**src/rtl/ws2812_pio_ctrl.sv**
```systemverilog
// ws2812_pio_ctrl: owns the PIO host interface for one WS2812 strip.
// The first start after reset loads the program and the machine configuration.
// Every start streams NPIX GRB pixels into the TX FIFO, waits for the FIFO to
// drain, then holds the latch gap before pulsing done.
//
// Handshake: start is accepted only in IDLE (busy=0). Every non-NONE action is
// a single-cycle command to the PIO and is always followed by a NONE cycle.
// A PUSH is only issued after full[MINDEX] has been seen low in the previous
// cycle, so the FIFO is never overrun.
module ws2812_pio_ctrl #(
  parameter int          PLEN         = 4,
  parameter logic [23:0] DIV          = 24'h0535,
  parameter logic [31:0] PIN_GRPS     = 32'h20000000,
  parameter logic [5:0]  SIDES_CFG    = 6'b100001,
  parameter logic [31:0] SHIFT_CFG    = 32'h30020000,
  parameter int          MINDEX       = 0,
  parameter int          NPIX         = 8,
  parameter int          LATCH_CYCLES = 2000
) (
  input  logic        clk,
  input  logic        reset,
  input  logic        start,
  output logic        busy,
  output logic        done,
  output logic [4:0]  prog_addr,
  input  logic [15:0] prog_data,
  output logic [7:0]  pix_addr,
  input  logic [23:0] pix_data,
  output logic [3:0]  action,
  output logic [4:0]  index,
  output logic [1:0]  mindex,
  output logic [31:0] din,
  input  logic [3:0]  full,
  input  logic [3:0]  empty,
  output logic [2:0]  dbg_state_o
);

  localparam int LW = $clog2(LATCH_CYCLES + 1);

  localparam logic [3:0] A_NONE  = 4'd0;
  localparam logic [3:0] A_INSTR = 4'd1;
  localparam logic [3:0] A_PEND  = 4'd2;
  localparam logic [3:0] A_PUSH  = 4'd4;
  localparam logic [3:0] A_GRPS  = 4'd5;
  localparam logic [3:0] A_EN    = 4'd6;
  localparam logic [3:0] A_DIV   = 4'd7;
  localparam logic [3:0] A_SIDES = 4'd8;
  localparam logic [3:0] A_SHIFT = 4'd10;

  localparam logic [4:0]    LAST_INSTR = 5'(PLEN - 1);
  localparam logic [7:0]    LAST_PIX   = 8'(NPIX - 1);
  localparam logic [LW-1:0] LAST_LATCH = LW'(LATCH_CYCLES - 1);
  localparam logic [2:0]    LAST_CFG   = 3'd5;

  typedef enum logic [2:0] {
    S_IDLE   = 3'd0,
    S_LOAD   = 3'd1,
    S_CONFIG = 3'd2,
    S_FETCH  = 3'd3,
    S_PUSH   = 3'd4,
    S_DRAIN  = 3'd5,
    S_LATCH  = 3'd6
  } state_t;

  state_t        state_q, state_d;
  logic          configured_q, configured_d;
  logic [1:0]    ph_q, ph_d;
  logic [2:0]    step_q, step_d;
  logic [LW-1:0] lcnt_q, lcnt_d;
  logic [3:0]    action_q, action_d;
  logic [31:0]   din_q, din_d;
  logic [4:0]    index_q, index_d;
  logic [4:0]    prog_addr_q, prog_addr_d;
  logic [7:0]    pix_addr_q, pix_addr_d;
  logic          busy_q, busy_d;
  logic          done_q, done_d;

  logic [3:0]  cfg_act;
  logic [31:0] cfg_din;
  logic        full_m;
  logic        empty_m;
  logic        unused_ok;

  assign full_m  = full[MINDEX];
  assign empty_m = empty[MINDEX];
  // Only the selected machine's FIFO flags matter; the rest are deliberately ignored.
  assign unused_ok = ^{full, empty};

  assign busy        = busy_q;
  assign done        = done_q;
  assign prog_addr   = prog_addr_q;
  assign pix_addr    = pix_addr_q;
  assign action      = action_q;
  assign index       = index_q;
  assign din         = din_q;
  assign mindex      = 2'(MINDEX);
  assign dbg_state_o = state_q;

  // Configuration command table, walked in fixed order by step_q.
  always_comb begin
    cfg_act = A_NONE;
    cfg_din = 32'h0;
    case (step_q)
      3'd0: begin cfg_act = A_PEND;  cfg_din = 32'(PLEN - 1);      end
      3'd1: begin cfg_act = A_DIV;   cfg_din = {8'h0, DIV};        end
      3'd2: begin cfg_act = A_GRPS;  cfg_din = PIN_GRPS;           end
      3'd3: begin cfg_act = A_SIDES; cfg_din = {26'h0, SIDES_CFG}; end
      3'd4: begin cfg_act = A_SHIFT; cfg_din = SHIFT_CFG;          end
      3'd5: begin cfg_act = A_EN;    cfg_din = 32'h1;              end
      default: begin cfg_act = A_NONE; cfg_din = 32'h0; end
    endcase
  end

  // Next-state and registered-output logic for the sequencer.
  always_comb begin
    state_d      = state_q;
    configured_d = configured_q;
    ph_d         = ph_q;
    step_d       = step_q;
    lcnt_d       = lcnt_q;
    action_d     = A_NONE;
    din_d        = din_q;
    index_d      = index_q;
    prog_addr_d  = prog_addr_q;
    pix_addr_d   = pix_addr_q;
    busy_d       = busy_q;
    done_d       = 1'b0;

    case (state_q)
      S_IDLE: begin
        if (start) begin
          busy_d      = 1'b1;
          prog_addr_d = 5'd0;
          pix_addr_d  = 8'd0;
          ph_d        = 2'd0;
          step_d      = 3'd0;
          state_d     = configured_q ? S_FETCH : S_LOAD;
        end
      end

      // ph 0: address out, ph 1: ROM word valid -> issue INSTR, ph 2: INSTR on bus.
      S_LOAD: begin
        case (ph_q)
          2'd0: ph_d = 2'd1;
          2'd1: begin
            action_d = A_INSTR;
            index_d  = prog_addr_q;
            din_d    = {16'h0, prog_data};
            ph_d     = 2'd2;
          end
          default: begin
            ph_d = 2'd0;
            if (prog_addr_q == LAST_INSTR) begin
              step_d  = 3'd0;
              state_d = S_CONFIG;
            end else begin
              prog_addr_d = prog_addr_q + 5'd1;
            end
          end
        endcase
      end

      // ph 0 issues the command, ph 1 is the command cycle on the bus.
      S_CONFIG: begin
        if (ph_q == 2'd0) begin
          action_d = cfg_act;
          din_d    = cfg_din;
          ph_d     = 2'd1;
        end else begin
          ph_d = 2'd0;
          if (step_q == LAST_CFG) begin
            configured_d = 1'b1;
            pix_addr_d   = 8'd0;
            state_d      = S_FETCH;
          end else begin
            step_d = step_q + 3'd1;
          end
        end
      end

      // Pixel address is on the bus; RAM data is valid in the next cycle.
      S_FETCH: begin
        ph_d    = 2'd0;
        state_d = S_PUSH;
      end

      // ph 0 waits for FIFO room, ph 1 is the PUSH cycle; the NONE that follows is FETCH or DRAIN.
      S_PUSH: begin
        if (ph_q == 2'd0) begin
          if (!full_m) begin
            action_d = A_PUSH;
            din_d    = {pix_data, 8'h00};
            ph_d     = 2'd1;
          end
        end else begin
          ph_d = 2'd0;
          if (pix_addr_q == LAST_PIX) begin
            state_d = S_DRAIN;
          end else begin
            pix_addr_d = pix_addr_q + 8'd1;
            state_d    = S_FETCH;
          end
        end
      end

      S_DRAIN: begin
        if (empty_m) begin
          lcnt_d  = '0;
          state_d = S_LATCH;
        end
      end

      S_LATCH: begin
        if (lcnt_q == LAST_LATCH) begin
          done_d  = 1'b1;
          busy_d  = 1'b0;
          state_d = S_IDLE;
        end else begin
          lcnt_d = lcnt_q + LW'(1);
        end
      end

      default: state_d = S_IDLE;
    endcase
  end

  // State and output registers; reset aborts any frame and forces a reload.
  always_ff @(posedge clk or negedge reset) begin
    if (!reset) begin
      state_q      <= S_IDLE;
      configured_q <= 1'b0;
      ph_q         <= 2'd0;
      step_q       <= 3'd0;
      lcnt_q       <= '0;
      action_q     <= A_NONE;
      din_q        <= 32'h0;
      index_q      <= 5'd0;
      prog_addr_q  <= 5'd0;
      pix_addr_q   <= 8'd0;
      busy_q       <= 1'b0;
      done_q       <= 1'b0;
    end else begin
      state_q      <= state_d;
      configured_q <= configured_d;
      ph_q         <= ph_d;
      step_q       <= step_d;
      lcnt_q       <= lcnt_d;
      action_q     <= action_d;
      din_q        <= din_d;
      index_q      <= index_d;
      prog_addr_q  <= prog_addr_d;
      pix_addr_q   <= pix_addr_d;
      busy_q       <= busy_d;
      done_q       <= done_d;
    end
  end

endmodule
```
**config.mk**
```make
export PLATFORM = sky130hd
export DESIGN_NAME = ws2812_pio_ctrl
export DESIGN_NICKNAME = d
export VERILOG_FILES = /design/src/rtl/ws2812_pio_ctrl.sv
export SDC_FILE = /design/constraint.sdc
export NUM_CORES = 1
export LEC_CHECK = 0
export ABC_AREA = 1
export CORE_MARGIN = 2
export CORE_UTILIZATION = 25
export CTS_CLUSTER_SIZE = 24
export DETAILED_ROUTE_END_ITERATION = 8
export SYNTH_ARGS = -nofsm -noshare
export SYNTH_HDL_FRONTEND = slang
export SYNTH_SLANG_ARGS = --single-unit
```
**constraint.sdc**
```tcl
create_clock -name clk -period 1.9 [get_ports clk]
set_clock_uncertainty 0.1 [all_clocks]
set_input_delay 0.38 -clock clk [delete_from_list [all_inputs] [get_ports clk]]
set_output_delay 0.38 -clock clk [all_outputs]
set_load 0.005 [all_outputs]
```
* Word-level counts from Yosys, hierarchy flattened
Index checks and enable logic that the tools add are counted.
Storage, ports and cells: input port bits 51, flip-flop bits (word level) 76, output and inout bits 61, logic and storage cells 123
Operators by class: muxes and demuxes 53, equality and inequality tests 32, bitwise operators 1, add/subtract/negate cells 4, reductions and logical operators 21
Operators with widths (number):
- 30-bit case mux with 6 select lines | 1
- 32-bit two-way mux | 4
- 32-bit case mux with 3 select lines | 1
- 3-bit two-way mux | 16
- 8-bit two-way mux | 5
- 2-bit != test, second input constant | 16
- 4-bit case mux with 6 select lines | 1
- 8-bit case mux with 3 select lines | 1
- 11-bit two-way mux | 2
- 11-bit case mux with 2 select lines | 1
- 3-bit case mux with 7 select lines | 1
- 3-bit equality test, second input constant | 5
- 5-bit two-way mux | 3
- 3-bit by 2-bit equality test with 1-bit output, second input constant | 4
- 4-bit case mux with 3 select lines | 1
- 3-bit AND reduction | 4
- 6-bit AND reduction | 2
- 11-bit by 1-bit adder with 11-bit output, second input constant | 1
- 11-bit equality test, second input constant | 1
- 2-bit case mux with 5 select lines | 1
- 5-bit case mux with 2 select lines | 1
- 3-bit case mux with 3 select lines | 1
- 3-bit nonzero test | 3
- 8-bit by 1-bit adder with 8-bit output, second input constant | 1
- 22 further kinds | 34

* Depth between registers and ports, before layout
Gate-level depths: netlist of the first run.
depth in word-level cells 4, depth in mapped cells 12, depth with buffers taken out 10

* Worst setup path before layout of the first run
No wires, ideal clock.
kind reg2reg, from register lcnt_q[0], to register lcnt_q[2], period minus slack after synthesis 1.633 ns, setup time 0.117 ns, buffers on the path 1, arrival 1.416 ns, required time 1.683 ns, slack 0.267 ns, cell stages (with the launch flop) 11, cells stage by stage dfrtp_1 -> ha_1 -> nand3_1 -> inv_1 -> nand3_1 -> nand2_2 -> nand2_2 -> nand2_1 -> buf_4 -> nand2_1 -> nand2_1
Between the ends: cells in the longest elaborated chain, start to end 3, elaborated cells on any way between the ends 6, classes of those cells add/sub: 1; eq/ne: 2; mux: 2; reduce/logical: 1
Ends and longest elaborated chain:
- from (decl) | line 69 | logic [LW-1:0] lcnt_q, lcnt_d;
- from (signal assigned) | line 247 | lcnt_q <= lcnt_d;
- 11-bit by 1-bit adder with 11-bit output or 11-bit equality test (tied branches) | line 219, 214
- 11-bit two-way mux or 2-bit != test (tied branches)
- 11-bit case mux with 2 select lines or 3-bit AND reduction (tied branches)
Several ways; a longest one is shown, not always the timed one. The select of a mux whose other input is x is not followed. A chain may end at the register's enable or synchronous reset.

* Final worst setup path of the first run
from register state_q[0] (netlist: dbg_state_o[0]), to output port dbg_state_o[0]
RTL lines:
- from (decl) | line 65 | state_t state_q, state_d;
- from (signal assigned) | line 243 | state_q <= state_d;
- to (decl) | line 35 | output logic [2:0] dbg_state_o
No word-level cell between the ends.

==> results of run 1 <==
-- worst max-delay path by stage --
stage                     depth (start not counted)  slack [ns]      startpoint             end
after floorplan                                  10        0.27       lcnt_q[0]       lcnt_q[2]
after global placement                            8       -0.01           start    prog_addr[2]
after detailed placement                          8        0.02           start    prog_addr[2]
after CTS                                         1        0.03  dbg_state_o[0]  dbg_state_o[0]
after global routing                              1        0.01     pix_addr[2]     pix_addr[2]
final                                             1        0.06  dbg_state_o[0]  dbg_state_o[0]
-- logic make-up after synthesis --
family	share of synthesized area (%)
buffers and inverters	8.81
and+or+nand+nor	38.6
DFF	43.7
adders and majority gates	2.30
AOI/OAI and AO/OA	5.81
other	0.0862
xor gates and xnor gates	0.604
-- sequential cells by signal, summed over array words and instances, names as in the netlist --
| name | flops |
|---|---|
| action | 4 |
| lcnt_q | 11 |
| pix_addr | 8 |
| done | 1 |
| step_q | 3 |
| din | 32 |
| configured_q | 1 |
| prog_addr | 5 |
| index | 5 |
| ph_q | 2 |
| dbg_state_o | 3 |
| busy | 1 |
-- power groups by stage --
| stage | Sequential, mW | Clock [mW] | Combinational, mW |
|---|---|---|---|
| 6_report | 2.43 | 1.81 | 4.28 |
| 2_1_floorplan | 2.41 | 0 | 2.52 |
| 4_1_cts | 2.43 | 1.86 | 4.27 |
| 5_1_grt | 2.49 | 1.92 | 4.80 |
| 3_3_place_gp | 2.44 | 0 | 4.23 |
| 3_5_place_dp | 2.45 | 0 | 4.24 |
-- cell usage after synthesis, drive strengths merged --
cell	number
o22ai	2
clkinv	1
nand2	262
nor3	1
xor2	2
o21bai	2
a21oi	8
conb	1
nor3b	4
ha	8
nand3b	2
clkbuf	3
nand4	4
or2	2
xnor2	1
o21ai	34
nand3	40
inv	64
dfrtp	76
nor2	61
buf	14
-- metal layers --
metal / vias up / wire length, µm
li1: 2087 / -
met1: 1795 / 5510
met2: 81 / 5420
met3: 10 / 489
met4: 0 / 166
met5: - / 0
-- layout make-up --
| class | count | area [µm²] | share of cell area [%] |
|---|---|---|---|
| Clock inverter | 6 | 80.1 | 1.30 |
| Inverter | 65 | 249 | 4.04 |
| Multi-Input combinational cell | 435 | 2080 | 33.7 |
| Sequential cell | 76 | 1900 | 30.9 |
| Tap cell | 225 | 282 | 4.57 |
| Clock buffer | 9 | 225 | 3.65 |
| Timing Repair Buffer | 135 | 1350 | 21.8 |
-- what timing repair did --
action / CTS / global route
endpoints found under the setup margin: 3 / 11
endpoints found under the hold margin: 32 / 0
hold buffers: 1 / 0
setup buffers: 1 / 2
pin swaps: 0 / 2
gates resized for setup: 2 / 2
==> insert_results.sql, run 1 <==
INSERT INTO impl_metrics (metric_group, metric, value, unit) VALUES
('final_layout', 'leading_cell_types_in_the_layout_fill_and_taps_excluded', 'sky130_fd_sc_hd__nand2_1 (231), sky130_fd_sc_hd__clkdlybuf4s50_1 (102), sky130_fd_sc_hd__dfrtp_1 (74), sky130_fd_sc_hd__inv_1 (58), sky130_fd_sc_hd__nor2_1 (54)', ''),
('yosys', 'synth_area', '4350', 'µm²'),
('final_layout', 'finish.net_count', '781', ''),
('status', 'run_status', 'complete, no violations', ''),
('final_layout', 'final_common_cell', 'sky130_fd_sc_hd__nand2_1', ''),
('timing', 'final_hold_viol_count', '0', ''),
('yosys', 'netlist_top_cells_area', 'sky130_fd_sc_hd__dfrtp_1 (44%), sky130_fd_sc_hd__nand2_1 (20%), sky130_fd_sc_hd__inv_1 (5.0%), sky130_fd_sc_hd__nor2_1 (4.7%), sky130_fd_sc_hd__nand3_1 (4.5%)', ''),
('floorplan', 'io_pins', '112', ''),
('floorplan', 'rows', '48', ''),
('placed_design', 'worst_setup_timing_slack_at_the_placement_stage', '0.0150', 'ns'),
('worst_setup_path', 'cpMaxStageDelayCell', 'sky130_fd_sc_hd__clkdlybuf4s50_1', ''),
('worst_hold_path', 'hold_path_end', 'din[5]', ''),
('cts', 'tritoncts_buffer_count', '9', ''),
('routing', 'drt_first_pass_iters', '4', ''),
('power_and_ir_drop', 'switching_share', '39.5', '%'),
('timing', 'timing.final.crit_share', '96.9', '%'),
('worst_hold_path', 'hold-path-cell-count', '2', ''),
('power_and_ir_drop', 'share_clk_of_total_power', '21.2', '%'),
('routing', 'vias_per_cell', '4.18', ''),
('global_routing', 'grt_use_met2', '20.7', '%'),
('worst_setup_path', 'worstPathRequired', '1.42', 'ns'),
('placed_design', 'finalWeightedCongestion', '0.823', ''),
('yosys', 'post_synthesis_cell_count', '592', ''),
('yosys', 'synthesis.area_per_instance', '7.34', 'µm²'),
('power_and_ir_drop', 'power_density', '1380', 'nW/µm²'),
('placed_design', 'dp_hpwl', '8520', 'µm'),
('final_layout', 'final-instance-count-excl-fill', '951', ''),
('cts', 'ctsLongestPathBuffers', '2', ''),
('yosys', 'synth_top_cell_area_share', '43.7', '%'),
('worst_setup_path', 'critPathMaxFanout', '6', ''),
('power_and_ir_drop', 'cellInternalPower', '5.15', 'mW'),
('final_layout', 'layout-drive-gt1-share', '13.6', '%'),
('power_and_ir_drop', 'report.power.total', '8.52', 'mW'),
('timing', 'fmaxAchievable', '0.543', 'GHz'),
('cts', 'cts.sinks', '76', ''),
('cts', 'clkLatencyLatePin', '0.34', 'ns'),
('timing', 'setup_ws', '0.0589', 'ns'),
('worst_setup_path', 'end_kind', 'output pin', ''),
('final_layout', 'fill_cells', '1834', ''),
('floorplan', 'fp.dieArea', '18500', 'µm²'),
('routing', 'avgRoutedWirePerCell', '12.2', 'µm'),
('floorplan', 'chipHeight', '136', 'µm'),
('yosys', 'yosysTopAreaCell', 'sky130_fd_sc_hd__dfrtp_1', ''),
('global_routing', 'grt_max_degree', '35', ''),
('global_routing', 'met3_usage', '2.13', '%'),
('timing', 'worst_slew_margin_rel', '65.7', '%'),
('global_routing', 'first_global_vias', '3761', ''),
('yosys', 'synth.yosys.warnings', '0', ''),
('worst_setup_path', 'worstSetupPathType', 'register to output pin', ''),
('routing', 'drt.antenna.violating_nets', '0', ''),
('global_routing', 'grtUsageMet1', '17.3', '%'),
('worst_setup_path', 'critical_path.cell_chain', 'clkdlybuf4s50_1', ''),
('worst_setup_path', 'rr_endpoint', 'din[0]', ''),
('final_layout', 'syn2layout_area_growth', '41.8', '%'),
('worst_setup_path', 'biggest_cell_delay_along_the_critical_path', '0.55', 'ns'),
('cts', 'clock_transition_at_the_registers_of_the_reported_paths', '0.06', 'ns'),
('global_routing', 'gr-usage-all-layers', '12.9', '%'),
('routing', 'drt_wl_total', '11600', 'µm'),
('worst_setup_path', 'critPathTopFamily', 'buffers and inverters', ''),
('global_routing', 'grt_busiest_layer', 'met2', ''),
('timing', 'worst-slew-pin-transition', '0.514', 'ns'),
('timing', 'finalHoldWorstSlack', '0.369', 'ns'),
('worst_hold_path', 'hp-class', 'register to register', ''),
('floorplan', 'floorplan.die.width', '136', 'µm'),
('worst_setup_path', 'critical_path_buf_inv_count', '1', ''),
('flow_run', 'cap_viol_max_count', '0', ''),
('floorplan', 'floorplan.initialDensity', '25.3', '%'),
('yosys', 'synth.lib_cells_used.distinct', '36', ''),
('worst_setup_path', 'worstReg2RegStart', 'dbg_state_o[2]', ''),
('placed_design', 'placement.cell_area', '5810', 'µm²'),
('worst_setup_path', 'timing.reg2reg.worst_path_depth', '12', '');
(Power assumes the default switching activity.)
==> run 2: changes to the inputs <==
--- a/config.mk
+++ b/config.mk
@@ -10,6 +10,7 @@
 export CORE_UTILIZATION = 25
 export CTS_CLUSTER_SIZE = 24
 export DETAILED_ROUTE_END_ITERATION = 8
+export REMOVE_ABC_BUFFERS = 1
 export SYNTH_ARGS = -nofsm -noshare
 export SYNTH_HDL_FRONTEND = slang
 export SYNTH_SLANG_ARGS = --single-unit
==> run 2 against run 1 <==
Final cell count rose by 0.21%. Global-route usage down 0.13 points. Utilization shrank 0.080 points. Non-clock buffer count is 2 higher. Clock power decreased by 6%. Fmax barely moved. Critical path type unchanged. Highest routed layer unchanged. Sequential share of layout area up 0.069 points.
==> insert_results.sql, run 2 (synthesized netlist as in run 1, its figures left out) <==
INSERT INTO impl_metrics (metric_group, metric, value, unit) VALUES
('placed_design', 'portBuffers', '103', ''),
('power_and_ir_drop', 'vdd_ir_drop_max', '0.637', 'mV'),
('timing', 'rsz0062_at_grt', 'no', ''),
('final_layout', 'layout-drive-gt1-share', '13.5', '%'),
('worst_setup_path', 'cp_num_cells', '1', ''),
('worst_setup_path', 'worstPathRequired', '1.42', 'ns'),
('cts', 'cts.sinks', '76', ''),
('worst_hold_path', 'hold-path-cell-count', '2', ''),
('worst_hold_path', 'hold_start', 'din[5]', ''),
('floorplan', 'floorplan.initialDensity', '25.3', '%'),
('worst_setup_path', 'worstPathArrival', '1.36', 'ns'),
('floorplan', 'floorplan.die.width', '136', 'µm'),
('timing', 'timing.final.crit_share', '97.0', '%'),
('worst_setup_path', 'cpMaxStageDelayCell', 'sky130_fd_sc_hd__clkdlybuf4s50_1', ''),
('power_and_ir_drop', 'power_density', '1390', 'nW/µm²'),
('routing', 'vias_per_cell', '4.15', ''),
('cts', 'clock_tree_from_tritoncts', 'yes', ''),
('routing', 'drt_wl_total', '11400', 'µm'),
('floorplan', 'chipHeight', '136', 'µm'),
('worst_setup_path', 'end_kind', 'output pin', ''),
('worst_setup_path', 'biggest_cell_delay_along_the_critical_path', '0.55', 'ns'),
('worst_hold_path', 'hold_path_end', 'din[5]', ''),
('final_layout', 'finish.net_count', '783', ''),
('worst_setup_path', 'worstSetupPathType', 'register to output pin', ''),
('timing', 'final_hold_viol_count', '0', ''),
('worst_setup_path', 'critPathMaxFanout', '7', ''),
('final_layout', 'leading_cell_types_in_the_layout_fill_and_taps_excluded', 'sky130_fd_sc_hd__nand2_1 (231), sky130_fd_sc_hd__clkdlybuf4s50_1 (101), sky130_fd_sc_hd__dfrtp_1 (74), sky130_fd_sc_hd__inv_1 (58), sky130_fd_sc_hd__nor2_1 (54)', ''),
('global_routing', 'overflow_left_after_global_routing', '0', ''),
('routing', 'drt_first_pass_iters', '5', ''),
('global_routing', 'wire_length_of_the_first_global_routing_pass', '18600', 'µm'),
('cts', 'tritoncts_buffer_count', '9', ''),
('timing', 'fmaxAchievable', '0.543', 'GHz'),
('placed_design', 'worst_setup_timing_slack_at_the_placement_stage', '-0.0101', 'ns'),
('final_layout', 'syn2layout_area_growth', '41.4', '%'),
('floorplan', 'fp.dieArea', '18500', 'µm²'),
('final_layout', 'antenna-diode-count', '0', ''),
('worst_setup_path', 'critical_path_buf_inv_count', '1', ''),
('status', 'run_status', 'complete, no violations', ''),
('placed_design', 'dp_hpwl', '8370', 'µm'),
('cts', 'clock_transition_at_the_registers_of_the_reported_paths', '0.06', 'ns'),
('timing', 'setup_violators_final', '0', ''),
('worst_setup_path', 'critical_path.cell_chain', 'clkdlybuf4s50_1', ''),
('power_and_ir_drop', 'report.power.total', '8.54', 'mW'),
('worst_setup_path', 'r2r_slack', '0.11', 'ns'),
('timing', 'final_worst_path_period_need', '1.84', 'ns'),
('final_layout', 'largest_register_ffs', '32', ''),
('flow_run', 'cap_viol_max_count', '0', ''),
('global_routing', 'gr-usage-all-layers', '12.8', '%'),
('worst_setup_path', 'rr_endpoint', 'prog_addr[0]', ''),
('timing', 'timing_max_transition_violations_final', '0', ''),
('worst_setup_path', 'critPathTopFamily', 'buffers and inverters', ''),
('worst_setup_path', 'timing.reg2reg.worst_path_depth', '9', ''),
('final_layout', 'final_common_cell', 'sky130_fd_sc_hd__nand2_1', ''),
('placed_design', 'finalWeightedCongestion', '0.829', ''),
('cts', 'clkLatencyLatePin', '0.34', 'ns'),
('cts', 'ctsLongestPathBuffers', '2', ''),
('global_routing', 'grt_max_degree', '35', ''),
('floorplan', 'fp.coreArea', '17200', 'µm²'),
('global_routing', 'first_global_vias', '3738', ''),
('worst_setup_path', 'worstSetupStartpointType', 'register', ''),
('final_layout', 'layout.area.seq', '1900', 'µm²'),
('floorplan', 'rows', '48', ''),
('routing', 'drc', '0', ''),
('floorplan', 'io_pins', '112', ''),
('routing', 'avgRoutedWirePerCell', '11.9', 'µm'),
('timing', 'setup_ws', '0.0575', 'ns'),
('worst_hold_path', 'hp-class', 'register to register', ''),
('final_layout', 'fill_cells', '1851', ''),
('routing', 'drt.antenna.violating_nets', '0', ''),
('routing', 'via_count', '3955', ''),
('cts', 'htree_levels', '3', ''),
('power_and_ir_drop', 'leakagePower', '3.13', 'nW'),
('final_layout', 'multi_input_comb_area', '2070', 'µm²'),
('global_routing', 'grt_antenna_before_repair', '0', ''),
('cts', 'cts-root-buf', 'sky130_fd_sc_hd__clkbuf_16', ''),
('routing', 'drt_first_iter_violations', '185', ''),
('worst_setup_path', 'worstReg2RegStart', 'dbg_state_o[1]', '');
[run 2: changes by cell type in the layout (fill, tap and decap cells not counted), sizes merged]
cell | before | now
buf | 32 | 34
clkdlybuf4s50 | 102 | 101
clkbuf | 9 | 13
clkinv | 5 | 2
dlymetal6s2s | 0 | 1
bufinv | 2 | 1
[run 2: power by group]
group | total [mW] | switching, mW | leakage (nW) | internal, mW
combinational | 4.47 | 2.43 | 1.97 | 2.03
clock | 1.70 | 0.651 | 0.140 | 1.05
sequential | 2.38 | 0.292 | 1.02 | 2.09
[run 2: timing repair]
item / in CTS / in global routing
setup endpoints to repair: 6 / 29
hold buffers: 1 / 0
pin swaps: 0 / 2
setup buffers: 4 / 2
resized for setup: 2 / 4
hold endpoints to repair: 30 / 0
[run 2: per-stage QoR]
stage | hold WS [ns] | std cells | TNS (ns) | cell area [µm²] | utilization (%)
4_1_cts | 0.372 | 951 | 0 | 6120 | 35.6
6_report | 0.369 | 953 | 0 | 6150 | 35.8
3_3_place_gp | 0.266 | 931 | 0 | 5790 | 33.7
2_1_floorplan | -0.0156 | 576 | -4.91 | 4220 | -
3_5_place_dp | 0.262 | 931 | -0.0216 | 5790 | 33.7
5_1_grt | 0.388 | 953 | 0 | 6150 | 35.8
[run 2: metal layers]
layer  GRT usage [%]  up-vias  part of all wire, %
met2            19.5       76                   46
met4            4.28        0                  1.7
met5               0        -                    0
li1                -     2082                    -
met1            17.9     1780                   48
met3            3.06       17                  4.4
[run 2: worst max-delay path by stage]
stage	to	startpoint	slack, ns
final	prog_addr[2]	prog_addr[2]	0.06
after global routing	din[20]	dbg_state_o[0]	0.001
after CTS	dbg_state_o[2]	dbg_state_o[2]	0.01
after detailed placement	prog_addr[0]	start	-0.01
after global placement	din[22]	dbg_state_o[1]	0.02
after floorplan	din[0]	dbg_state_o[2]	-0.15
[run 2: final cells by class]
cell class / instances / area share [%]
Clock inverter: 2 / 0.570
Clock buffer: 13 / 4.07
Sequential cell: 76 / 31.0
Inverter: 65 / 4.05
Timing Repair Buffer: 137 / 22.0
Multi-Input combinational cell: 435 / 33.7
Tap cell: 225 / 4.58
==> run 3: changes to the inputs <==
==> constraint.sdc (replaced) <==
create_clock -name clk -period 1.91 [get_ports clk]
set_clock_uncertainty 0.1 [all_clocks]
set_input_delay 0.382 -clock clk [delete_from_list [all_inputs] [get_ports clk]]
set_output_delay 0.382 -clock clk [all_outputs]
set_load 0.005 [all_outputs]
==> run 3 against run 2 <==
Non-clock buffer count fell by 2. Die area did not move. Largest power group unchanged. Highest routed layer unchanged. Worst hold slack lost 0.0023 ns. Via count grew 0.43%. Critical endpoint is now dbg_state_o[0]. Power decreased by 0.48%.
==> insert_results.sql, run 3 (synthesized netlist as in run 1, its figures left out) <==
INSERT INTO impl_metrics (metric_group, metric, value, unit) VALUES
('status', 'run_status', 'complete, no violations', ''),
('worst_setup_path', 'worstSetupStartpointType', 'register', ''),
('cts', 'tritoncts_buffer_count', '9', ''),
('worst_setup_path', 'biggest_cell_delay_along_the_critical_path', '0.47', 'ns'),
('worst_setup_path', 'worstPathArrival', '1.35', 'ns'),
('floorplan', 'chipHeight', '136', 'µm'),
('cts', 'clkLatencyLatePin', '0.33', 'ns'),
('cts', 'clock_tree_from_tritoncts', 'yes', ''),
('cts', 'htree_levels', '3', ''),
('floorplan', 'floorplan.initialDensity', '25.3', '%'),
('global_routing', 'grt_antenna_before_repair', '0', ''),
('timing', 'fmaxAchievable', '0.545', 'GHz'),
('timing', 'setup_violators_final', '0', ''),
('worst_setup_path', 'critPathTopFamily', 'buffers and inverters', ''),
('final_layout', 'largest_register_ffs', '32', ''),
('routing', 'via_count', '3972', ''),
('worst_setup_path', 'worstPathRequired', '1.43', 'ns'),
('timing', 'timing_max_transition_violations_final', '0', ''),
('worst_setup_path', 'critical_path.cell_chain', 'buf_4 -> clkdlybuf4s50_1', ''),
('worst_setup_path', 'end_kind', 'output pin', ''),
('timing', 'final_hold_viol_count', '0', ''),
('placed_design', 'portBuffers', '103', ''),
('placed_design', 'dp_hpwl', '8360', 'µm'),
('timing', 'timing.final.crit_share', '96.1', '%'),
('floorplan', 'io_pins', '112', ''),
('routing', 'drt_first_pass_iters', '4', ''),
('placed_design', 'place_inst', '929', ''),
('floorplan', 'fp.dieArea', '18500', 'µm²'),
('global_routing', 'first_global_vias', '3706', ''),
('worst_setup_path', 'critPathMaxFanout', '4', ''),
('final_layout', 'antenna-diode-count', '0', ''),
('final_layout', 'finish.net_count', '781', ''),
('final_layout', 'layout-drive-gt1-share', '13.5', '%'),
('floorplan', 'fp.coreArea', '17200', 'µm²'),
('final_layout', 'syn2layout_area_growth', '41.3', '%'),
('placed_design', 'finalWeightedCongestion', '0.815', ''),
('final_layout', 'leading_cell_types_in_the_layout_fill_and_taps_excluded', 'sky130_fd_sc_hd__nand2_1 (231), sky130_fd_sc_hd__clkdlybuf4s50_1 (101), sky130_fd_sc_hd__dfrtp_1 (73), sky130_fd_sc_hd__inv_1 (58), sky130_fd_sc_hd__nor2_1 (53)', ''),
('power_and_ir_drop', 'leakagePower', '3.10', 'nW'),
('cts', 'cts.sinks', '76', ''),
('worst_setup_path', 'worstSetupPathType', 'register to output pin', ''),
('floorplan', 'floorplan.die.width', '136', 'µm'),
('global_routing', 'wire_length_of_the_first_global_routing_pass', '18700', 'µm'),
('global_routing', 'overflow_left_after_global_routing', '0', ''),
('power_and_ir_drop', 'vdd_ir_drop_max', '0.543', 'mV'),
('cts', 'clock_transition_at_the_registers_of_the_reported_paths', '0.06', 'ns'),
('power_and_ir_drop', 'report.power.total', '8.50', 'mW'),
('routing', 'drt_first_iter_violations', '134', ''),
('routing', 'drc', '0', ''),
('routing', 'vias_per_cell', '4.18', ''),
('global_routing', 'grt_max_degree', '38', ''),
('routing', 'drt.antenna.violating_nets', '0', ''),
('floorplan', 'rows', '48', ''),
('cts', 'cts-root-buf', 'sky130_fd_sc_hd__clkbuf_16', ''),
('final_layout', 'final-instance-count-excl-fill', '951', ''),
('power_and_ir_drop', 'power_density', '1380', 'nW/µm²'),
('worst_setup_path', 'cpMaxStageDelayCell', 'sky130_fd_sc_hd__clkdlybuf4s50_1', ''),
('global_routing', 'gr-usage-all-layers', '12.8', '%'),
('routing', 'avgRoutedWirePerCell', '12.0', 'µm'),
('cts', 'ctsLongestPathBuffers', '2', ''),
('final_layout', 'fill_cells', '1848', ''),
('flow_run', 'cap_viol_max_count', '0', ''),
('worst_setup_path', 'critical_path_buf_inv_count', '2', ''),
('final_layout', 'final_common_cell', 'sky130_fd_sc_hd__nand2_1', ''),
('routing', 'drt_wl_total', '11400', 'µm'),
('worst_hold_path', 'hp-class', 'register to register', ''),
('timing', 'final_worst_path_period_need', '1.84', 'ns');
run 3: path summary, 6_finish.rpt:
kind | from | end | slack, ns | cells past startpoint
min in group asynchronous | reset | lcnt_q[7] | 0.43 | 2
worst min register to register | din[5] | din[5] | 0.37 | 2
worst min-delay path | din[5] | din[5] | 0.37 | 2
worst max-delay path | dbg_state_o[0] | dbg_state_o[0] | 0.07 | 2
worst max register to register | dbg_state_o[1] | din[16] | 0.11 | 11
max in group asynchronous | reset | din[18] | 0.73 | 3
run 3: layout make-up:
cell class                 count  area (µm²)  area share [%]
multi-input combinational    435        2080            33.9
clock inverter                 2        35.0           0.570
clock buffer                  13         250            4.07
timing repair buffer         135        1340            21.8
tap                          225         282            4.58
inverter                      65         249            4.05
sequential                    76        1910            31.0
run 3: worst reg2reg max path, delay by kind of cell, from the launching register on:
family | cells | cell delay [ns]
buffers and inverters | 4 | 0.53
DFF | 1 | 0.40
and+or+nand+nor | 7 | 0.72
run 3: layer usage:
metal	wire length [µm]	up-vias	global-route usage, %
met2	5170	77	19.9
met5	0	-	0
li1	-	2084	-
met1	5550	1797	17.8
met3	541	14	2.83
met4	176	0	4.05
run 3: through the flow:
step	area, µm²	hold slack, ns	TNS [ns]	util, %	setup slack [ns]
final	6140	0.366	0	35.8	0.0742
after global routing	6140	0.388	-0.000466	35.8	-0.000466
after CTS	6090	0.372	0	35.5	0.0436
after detailed placement	5780	0.250	0	33.6	0.00294
after global placement	5780	0.251	0	33.6	0.0269
after floorplan	4220	-0.0136	-4.59	-	-0.143
run 3: repair_timing:
| action | 4_1_cts | 5_1_grt |
|---|---|---|
| buffers inserted | 2 | 4 |
| endpoints found under the hold margin | 27 | 0 |
| resized for setup | 4 | 5 |
| pin swaps | 0 | 3 |
| hold buffers | 1 | 0 |
| endpoints found under the setup margin | 4 | 23 |
run 3: where the power goes:
part / total (mW) / switching, mW / internal, mW
registers: 2.38 / 0.299 / 2.08
clock network: 1.68 / 0.643 / 1.04
logic: 4.44 / 2.41 / 2.03
